### config.mk
export PLATFORM = sky130hd
export DESIGN_NAME = load_store_unit
export DESIGN_NICKNAME = d
export VERILOG_FILES = /design/src/rtl/load_store_unit_pkg.sv /design/src/rtl/load_store_unit_align.sv /design/src/rtl/load_store_unit.sv
export SDC_FILE = /design/constraint.sdc
export NUM_CORES = 1
export LEC_CHECK = 0
export CAP_MARGIN = 5
export CORE_ASPECT_RATIO = 0.5
export CORE_MARGIN = 2
export CORE_UTILIZATION = 44
export DETAILED_ROUTE_END_ITERATION = 7
export PLACE_DENSITY = 0.84
export REMOVE_ABC_BUFFERS = 1
export SETUP_SLACK_MARGIN = 0.02
export SLEW_MARGIN = 20
export SYNTH_ARGS = -nofsm -noshare
export SYNTH_HDL_FRONTEND = slang
export SYNTH_SLANG_ARGS = --single-unit
### constraint.sdc
create_clock -name clk_i -period 3.15 [get_ports clk_i]
set_clock_uncertainty 0.1 [all_clocks]
set_input_delay 0.7875 -clock clk_i [delete_from_list [all_inputs] [get_ports clk_i]]
set_output_delay 0.7875 -clock clk_i [all_outputs]
set_load 0.03 [all_outputs]
### src/rtl/load_store_unit_pkg.sv
// Shared types for the load/store unit: access sizes and FSM states.
package load_store_unit_pkg;

    localparam int XLEN = 32;

    typedef enum logic [1:0] {
        BYTE = 2'b00,
        HALF = 2'b01,
        WORD = 2'b10
    } mem_size_t;

    typedef enum logic [1:0] {
        LSU_IDLE,
        LSU_REQ,
        LSU_RESP,
        LSU_DONE
    } lsu_state_t;

endpackage

### src/rtl/load_store_unit_align.sv
// Combinational lane logic: byte enables, store replication, misalignment
// detection and load extraction/extension for one access description.
module load_store_unit_align
    import load_store_unit_pkg::*;
(
    input  logic [1:0]      size_i,
    input  logic            zext_i,
    input  logic [1:0]      off_i,
    input  logic [XLEN-1:0] wdata_i,
    input  logic [XLEN-1:0] rdata_i,
    output logic [3:0]      be_o,
    output logic [XLEN-1:0] wdata_o,
    output logic            misaligned_o,
    output logic [XLEN-1:0] rdata_o
);

    logic [XLEN-1:0] shifted;

    always_comb begin
        be_o         = 4'b0000;
        wdata_o      = '0;
        misaligned_o = 1'b0;
        rdata_o      = '0;
        shifted      = rdata_i >> {off_i, 3'b000};
        case (size_i)
            BYTE: begin
                be_o    = 4'b0001 << off_i;
                wdata_o = {4{wdata_i[7:0]}};
                rdata_o = zext_i ? {24'b0, shifted[7:0]}
                                 : {{24{shifted[7]}}, shifted[7:0]};
            end
            HALF: begin
                misaligned_o = off_i[0];
                be_o         = 4'b0011 << off_i;
                wdata_o      = {2{wdata_i[15:0]}};
                rdata_o      = zext_i ? {16'b0, shifted[15:0]}
                                      : {{16{shifted[15]}}, shifted[15:0]};
            end
            WORD: begin
                misaligned_o = (off_i != 2'b00);
                be_o         = 4'b1111;
                wdata_o      = wdata_i;
                rdata_o      = rdata_i;
            end
            // 2'b11 is not a legal size; refuse it like a misaligned access
            default: misaligned_o = 1'b1;
        endcase
    end

endmodule

### src/rtl/load_store_unit.sv
// Data-memory stage: accepts a load/store from execute, runs the req/gnt/rvalid
// handshake and returns aligned load data, stalling the core meanwhile.
module load_store_unit
    import load_store_unit_pkg::*;
(
    input  logic            clk_i,
    input  logic            reset_i,
    input  logic            lsu_req_i,
    input  logic            lsu_we_i,
    input  logic [1:0]      lsu_size_i,
    input  logic            lsu_zext_i,
    input  logic [XLEN-1:0] addr_i,
    input  logic [XLEN-1:0] wdata_i,
    output logic            stall_o,
    output logic            done_o,
    output logic [XLEN-1:0] rdata_o,
    output logic            misaligned_o,
    output logic            dmem_req_o,
    input  logic            dmem_gnt_i,
    output logic [XLEN-1:0] dmem_addr_o,
    output logic            dmem_we_o,
    output logic [3:0]      dmem_be_o,
    output logic [XLEN-1:0] dmem_wdata_o,
    input  logic            dmem_rvalid_i,
    input  logic [XLEN-1:0] dmem_rdata_i
);

    lsu_state_t      state_q, state_d;
    logic [XLEN-1:0] addr_q;
    logic [1:0]      size_q;
    logic            zext_q;
    logic            we_q;
    logic [3:0]      be_q;
    logic [XLEN-1:0] wdata_q;
    logic [XLEN-1:0] rdata_q;

    logic            accept;
    logic            capture;
    logic [3:0]      st_be;
    logic [XLEN-1:0] st_wdata;
    logic            st_misaligned;
    logic [XLEN-1:0] st_unused_rdata;
    logic [3:0]      ld_unused_be;
    logic [XLEN-1:0] ld_unused_wdata;
    logic            ld_unused_misaligned;
    logic [XLEN-1:0] ld_rdata;

    // Store side works on the live request so the memory fields can be latched on accept
    load_store_unit_align u_st_align (
        .size_i       (lsu_size_i),
        .zext_i       (lsu_zext_i),
        .off_i        (addr_i[1:0]),
        .wdata_i      (wdata_i),
        .rdata_i      ('0),
        .be_o         (st_be),
        .wdata_o      (st_wdata),
        .misaligned_o (st_misaligned),
        .rdata_o      (st_unused_rdata)
    );

    load_store_unit_align u_ld_align (
        .size_i       (size_q),
        .zext_i       (zext_q),
        .off_i        (addr_q[1:0]),
        .wdata_i      ('0),
        .rdata_i      (dmem_rdata_i),
        .be_o         (ld_unused_be),
        .wdata_o      (ld_unused_wdata),
        .misaligned_o (ld_unused_misaligned),
        .rdata_o      (ld_rdata)
    );

    always_comb begin
        state_d      = state_q;
        accept       = 1'b0;
        capture      = 1'b0;
        stall_o      = 1'b0;
        misaligned_o = 1'b0;
        case (state_q)
            LSU_IDLE: begin
                if (lsu_req_i && st_misaligned) begin
                    misaligned_o = 1'b1;
                end else if (lsu_req_i) begin
                    accept  = 1'b1;
                    stall_o = 1'b1;
                    state_d = LSU_REQ;
                end
            end
            LSU_REQ: begin
                stall_o = 1'b1;
                if (dmem_gnt_i) begin
                    state_d = we_q ? LSU_DONE : LSU_RESP;
                end
            end
            LSU_RESP: begin
                stall_o = 1'b1;
                if (dmem_rvalid_i) begin
                    capture = 1'b1;
                    state_d = LSU_DONE;
                end
            end
            // The instruction retires here, so a new lsu_req_i is not looked at
            LSU_DONE: state_d = LSU_IDLE;
            default:  state_d = LSU_IDLE;
        endcase
        if (reset_i) begin
            stall_o      = 1'b0;
            misaligned_o = 1'b0;
        end
    end

    always_ff @(posedge clk_i) begin
        if (reset_i) begin
            state_q <= LSU_IDLE;
            addr_q  <= '0;
            size_q  <= 2'b00;
            zext_q  <= 1'b0;
            we_q    <= 1'b0;
            be_q    <= 4'b0000;
            wdata_q <= '0;
            rdata_q <= '0;
        end else begin
            state_q <= state_d;
            if (accept) begin
                addr_q  <= addr_i;
                size_q  <= lsu_size_i;
                zext_q  <= lsu_zext_i;
                we_q    <= lsu_we_i;
                be_q    <= st_be;
                wdata_q <= st_wdata;
            end
            if (capture) begin
                rdata_q <= ld_rdata;
            end
        end
    end

    assign done_o       = (state_q == LSU_DONE);
    assign dmem_req_o   = (state_q == LSU_REQ);
    assign dmem_addr_o  = {addr_q[XLEN-1:2], 2'b00};
    assign dmem_we_o    = we_q;
    assign dmem_be_o    = be_q;
    assign dmem_wdata_o = wdata_q;
    assign rdata_o      = rdata_q;

endmodule
== After elaboration in Yosys (flattened, before gate mapping) ==
Index checks and enable logic that the tools add are counted.
Operators by class
  equality and inequality tests: 11
  shifts and indexed selects: 3
  muxes and demuxes: 22
  reduce and logical (&&, ||, !) cells: 7
Operators by type and width (count)
  $pmux W32 S3: 2
  $mux W32: 2
  $shr A32 B5 Y16: 1
  $pmux W4 S3: 1
  $mux W1: 10
  $eq A2 B2 Y1 const B: 4
  $mux W2: 4
  $pmux W2 S4: 1
  $eq A2 B1 Y1 const B: 3
  $logic_not A2 Y1: 3
  $ne A2 B2 Y1 const B: 3
  $reduce_and A4 Y1: 1
  $shl A1 B2 Y4 const A: 1
  $shl A2 B2 Y4 const A: 1
  $pmux W1 S3: 1
  $ne A2 B1 Y1 const B: 1
  $pmux W1 S2: 1
  $reduce_bool A2 Y1: 1
  $reduce_or A2 Y1: 1
  $logic_and A1 B1 Y1: 1
Storage, ports and cells
  register bits after elaboration: 106
  input port bits: 105
  output and inout port bits: 105
  logic and storage cells: 51

== Longest topological paths before layout ==
  depth in word-level cells: 6
  depth in mapped cells: 8
  mapped depth without buffers: 6

== Cells and area by module ==
From an unflattened synthesis, not the netlist that was laid out.
Unflattened totals
  cell total of the unflattened synthesis: 869
  area total of the unflattened synthesis: 6334.8 µm²
By module, submodules not included
  load_store_unit: times used 1, cells an instance 511, area each 4005.1 µm², seq. area each 2122.0 µm²
  load_store_unit_align: times used 2, cells an instance 179, area each 1164.9 µm², seq. area each 0.0 µm²

== Worst setup path before layout ==
Ideal clock, no wire load.
  path kind: input to output
  start point: in lsu_size_i[0]
  end point: out stall_o
  arrival: 2.428 ns
  required time: 2.263 ns
  path slack: -0.166 ns
  stages on the path: 6
  buffers on the path: 2
  path through: buf_6 or3_4 a21oi_4 buf_2 nor2_1 nor3_1
On the way
  longest elaborated chain between the ends: 6
  elaborated cells between the ends (all ways): 8
  classes of those cells: eq/ne: 2; mux: 4; reduce/logical: 2
RTL lines
  start, declared: line load_store_unit.sv:10  | input logic [1:0] lsu_size_i,
  $eq A2 B2 Y1 (tied with other cells)
  $pmux W1 S3 *: line load_store_unit_align.sv:25  | case (size_i)
  $logic_and A1 B1 Y1 *: line load_store_unit.sv:81  | if (lsu_req_i && st_misaligned) begin
  $mux W1 *: line load_store_unit.sv:81
  $pmux W1 S2 *: line load_store_unit.sv:79  | case (state_q)
  $mux W1 *: line load_store_unit.sv:106  | if (reset_i) begin
  end, declared: line load_store_unit.sv:14  | output logic stall_o,
Every way passes the cells marked *; elsewhere a longest branch is shown, timed or not.

== Final worst setup path ==
  start point: in lsu_size_i[1]
  end point: out stall_o
The elaborated chain is that of the path after synthesis.

==> results_dict.tcl <==
set metrics [dict create \
    fin_crit_ns 2.98 \
    cp-end-kind "output port" \
    clk_pin_slew_worst_paths_ns 0.07 \
    numPortBuffers 207 \
    cp.arrival_ns 2.10 \
    critPathMaxFanout 4 \
    holdBufCountCts 0 \
    wl_per_cell_microns 17.0 \
    avgSynthCellArea_sq_um 8.20 \
    multi_input_area_sq_um 2550 \
    grt_overflow 0 \
    tns_ns 0 \
    hold_viol_final 0 \
    std_cell_rows 27 \
    cts_tree "yes" \
    drt_iter0_drc 362 \
    ir_drop_mv 0.360 \
    total_leakage_power_nw 2.57 \
    cp-start-kind "primary input" \
    worst_pin_slew_ns 0.786 \
    clock_latency_ns 0.35 \
    pwr_density_cell_nw_per_um2 593 \
    io_pins 210 \
    hold_end "dmem_wdata_o[3]" \
    ys_seq_elements 106 \
    cap_violations 0 \
    antennaDiodeCount 0 \
    grt_max_degree 74 \
    netlist_area_sq_um 5170 \
    clock.fmax_ghz 0.335 \
    ys_warn_count 0 \
    rr_startpoint "addr_q[0]" \
    setup_viol 0 \
    vias 5223 \
    nFillCells 914 \
    cts.sinks 106 \
    rsz0062_at_grt "no" \
    grtUsageTotal_pct 24.8 \
    hp-class "reg2reg" \
    reg2reg_depth 4 \
    fp.dieW_microns 157 \
    final_util_pct 66.2 \
    drive_above_1_share_pct 5.99 \
    yosysUniqueCellTypes 44 \
    status "finished, final reports clean" \
    first_pass_iters 5 \
    seq_area_sq_um 2120 \
    critical_path_class "in2out" \
    first_global_vias 5057 \
    min_period_over_period_pct 94.7 \
    place_congestion 0.788 \
    grt_pass1_wl_microns 25000 \
    slowest_stage "clkdlybuf4s50_1" \
    antenna_found_initial 0 \
    die_area_sq_um 12700 \
    wl_microns 16000 \
    synth.area.top_cells "dfxtp_1 41%, mux2i_1 7.5%, a21oi_1 7.0%, nand2_1 6.9%, a211oi_1 4.9%" \
    synth_top_area_share_pct 41.0 \
    cts_htree_levels 3 \
    path_buf_inv 2 \
    required_ns 2.26 \
    numCtsBuffers 9 \
    yosysTopAreaCell "dfxtp_1" \
    crit_chain "clkdlybuf4s50_1 > a21o_4 > a21oi_4 > nor2_1 > nor3_1 > buf_4" \
    ys.flop_type "dfxtp_1" \
    initial_utilization_pct 46.1 \
    die_h_microns 80.7 \
    yosysMostFrequentCell "dfxtp_1" \
    synth_common_cells "106 x dfxtp_1, 95 x nand2_1, 72 x a21oi_1" \
    critical-path-max-stage-delay_ns 0.46 \
    reg2reg_slack_ns 0.97 \
    final_max_slew_viol_count 0 \
    core_sq_um 11200 \
    place_hpwl_microns 11000 \
    timing.slew.headroom_pct 47.5 \
    postRouteAntennaNets 0 \
    synthArstFlopShare_pct 0 \
    synth-edff-count 0 \
    drc_errors 0 \
    syn_inst 631 \
    syn_to_final_growth_pct 43.4 \
    clock-root-buffer "clkbuf_16" \
    r2r-end "rdata_o[23]" \
    cpLargestDelayFamily "buffers and inverters" \
    fin_nets 890 \
    min_path_cells 2 \
    ctsLongestPathBuffers 2 \
    ys_seq_area_share_pct 41.0 \
    hold_start "dmem_wdata_o[3]" \
    vias_per_cell 5.53 \
]
how the worst max path moves through the flow:
stage | from | end | slack, ns | depth (start not counted)
5_1_grt | lsu_size_i[1] | stall_o | 0.12 | 6
2_1_floorplan | lsu_size_i[0] | stall_o | -0.62 | 4
6_report | lsu_size_i[1] | stall_o | 0.17 | 6
3_5_place_dp | lsu_size_i[0] | stall_o | -0.05 | 6
3_3_place_gp | lsu_size_i[0] | stall_o | 0.007 | 6
4_1_cts | addr_i[0] | stall_o | 0.03 | 6
metrics by stage:
step	setup slack [ns]	instance area (sq um)	hold WS, ns	std cells	total power, W
floorplan	-0.624	4680	0.375	545	0.00253
global placement	0.00656	7090	0.339	927	0.00321
detailed placement	-0.0485	7090	0.345	927	0.00325
CTS	0.0346	7390	0.355	943	0.00441
global route	0.118	7420	0.369	944	0.00461
finish	0.166	7420	0.355	944	0.00440
routing by layer:
metal / routed length [microns] / global-route usage (%) / up-vias
met5: 0 / 0 / -
met4: 343 / 8.91 / 0
met3: 932 / 4.91 / 30
met2: 8010 / 44.4 / 186
met1: 6730 / 30.0 / 2502
li1: - / - / 2505
power breakdown:
part           total [W]  internal, W  switching (W)  leakage, nW
registers        0.00162      0.00150       0.000114        0.862
logic            0.00162     0.000661       0.000959         1.56
clock network    0.00116     0.000645       0.000519        0.148
total            0.00440      0.00281        0.00159         2.57
what timing repair did:
action                     CTS  global route
setup endpoints to repair    1             1
buffers inserted             0             1
pin swaps                    1             3
gates resized for setup      1             4
cells in the final DEF (no fill, tap or decap), types with 2 or more instances in the layout:
cell type        instances
a2111oi_0                2
a211oi_1                34
a21oi_1                 71
a221oi_1                23
a22oi_1                 18
a311oi_1                 7
buf_4                   18
clkbuf_16                9
clkdlybuf4s50_1        201
conb_1                   2
dfxtp_1                106
dlymetal6s2s_1           2
ha_1                     5
inv_1                    7
mux2i_1                 39
nand2_1                 94
nand3_1                 10
nor2_1                  61
nor2b_2                  2
nor3_1                  28
o21ai_0                  9
worst register-to-register path, cell delays in order, from the launching register on:
cell and delay [ns]:
dfxtp_1 0.78, or4_1 0.24, o32ai_2 0.07, nor2_2 0.62, a211oi_1 0.20
registers in the layout, summed over array words and instances (netlist names):
signal / count
dmem_wdata_o: 32
zext_q: 1
dmem_be_o: 4
dmem_we_o: 1
addr_q: 32
rdata_o: 32
size_q: 2
state_q: 2
cells by family (layout without fill, tap and decap cells):
family / after synthesis / count (layout) / synth area share, %
AND/OR/NAND/NOR: 206 / 206 / 16.7
AO/OA/AOI/OAI: 178 / 178 / 23.1
flip-flops: 106 / 106 / 41.0
buffers and inverters: 95 / 248 / 10.1
multiplexers: 39 / 39 / 7.55
adder cells (fa/ha/maj): 5 / 5 / 1.21
other: 1 / 2 / 0.0725
XOR/XNOR: 1 / 1 / 0.169
final cells by class:
type | instances | share of cell area [%]
sequential | 106 | 28.6
clock buffer | 11 | 3.27
multi-input combinational | 431 | 34.4
tap | 159 | 2.68
clock inverter | 5 | 0.843
inverter | 8 | 0.405
timing repair buffer | 224 | 29.8
No activity file was read; power rests on OpenSTA's default activity.
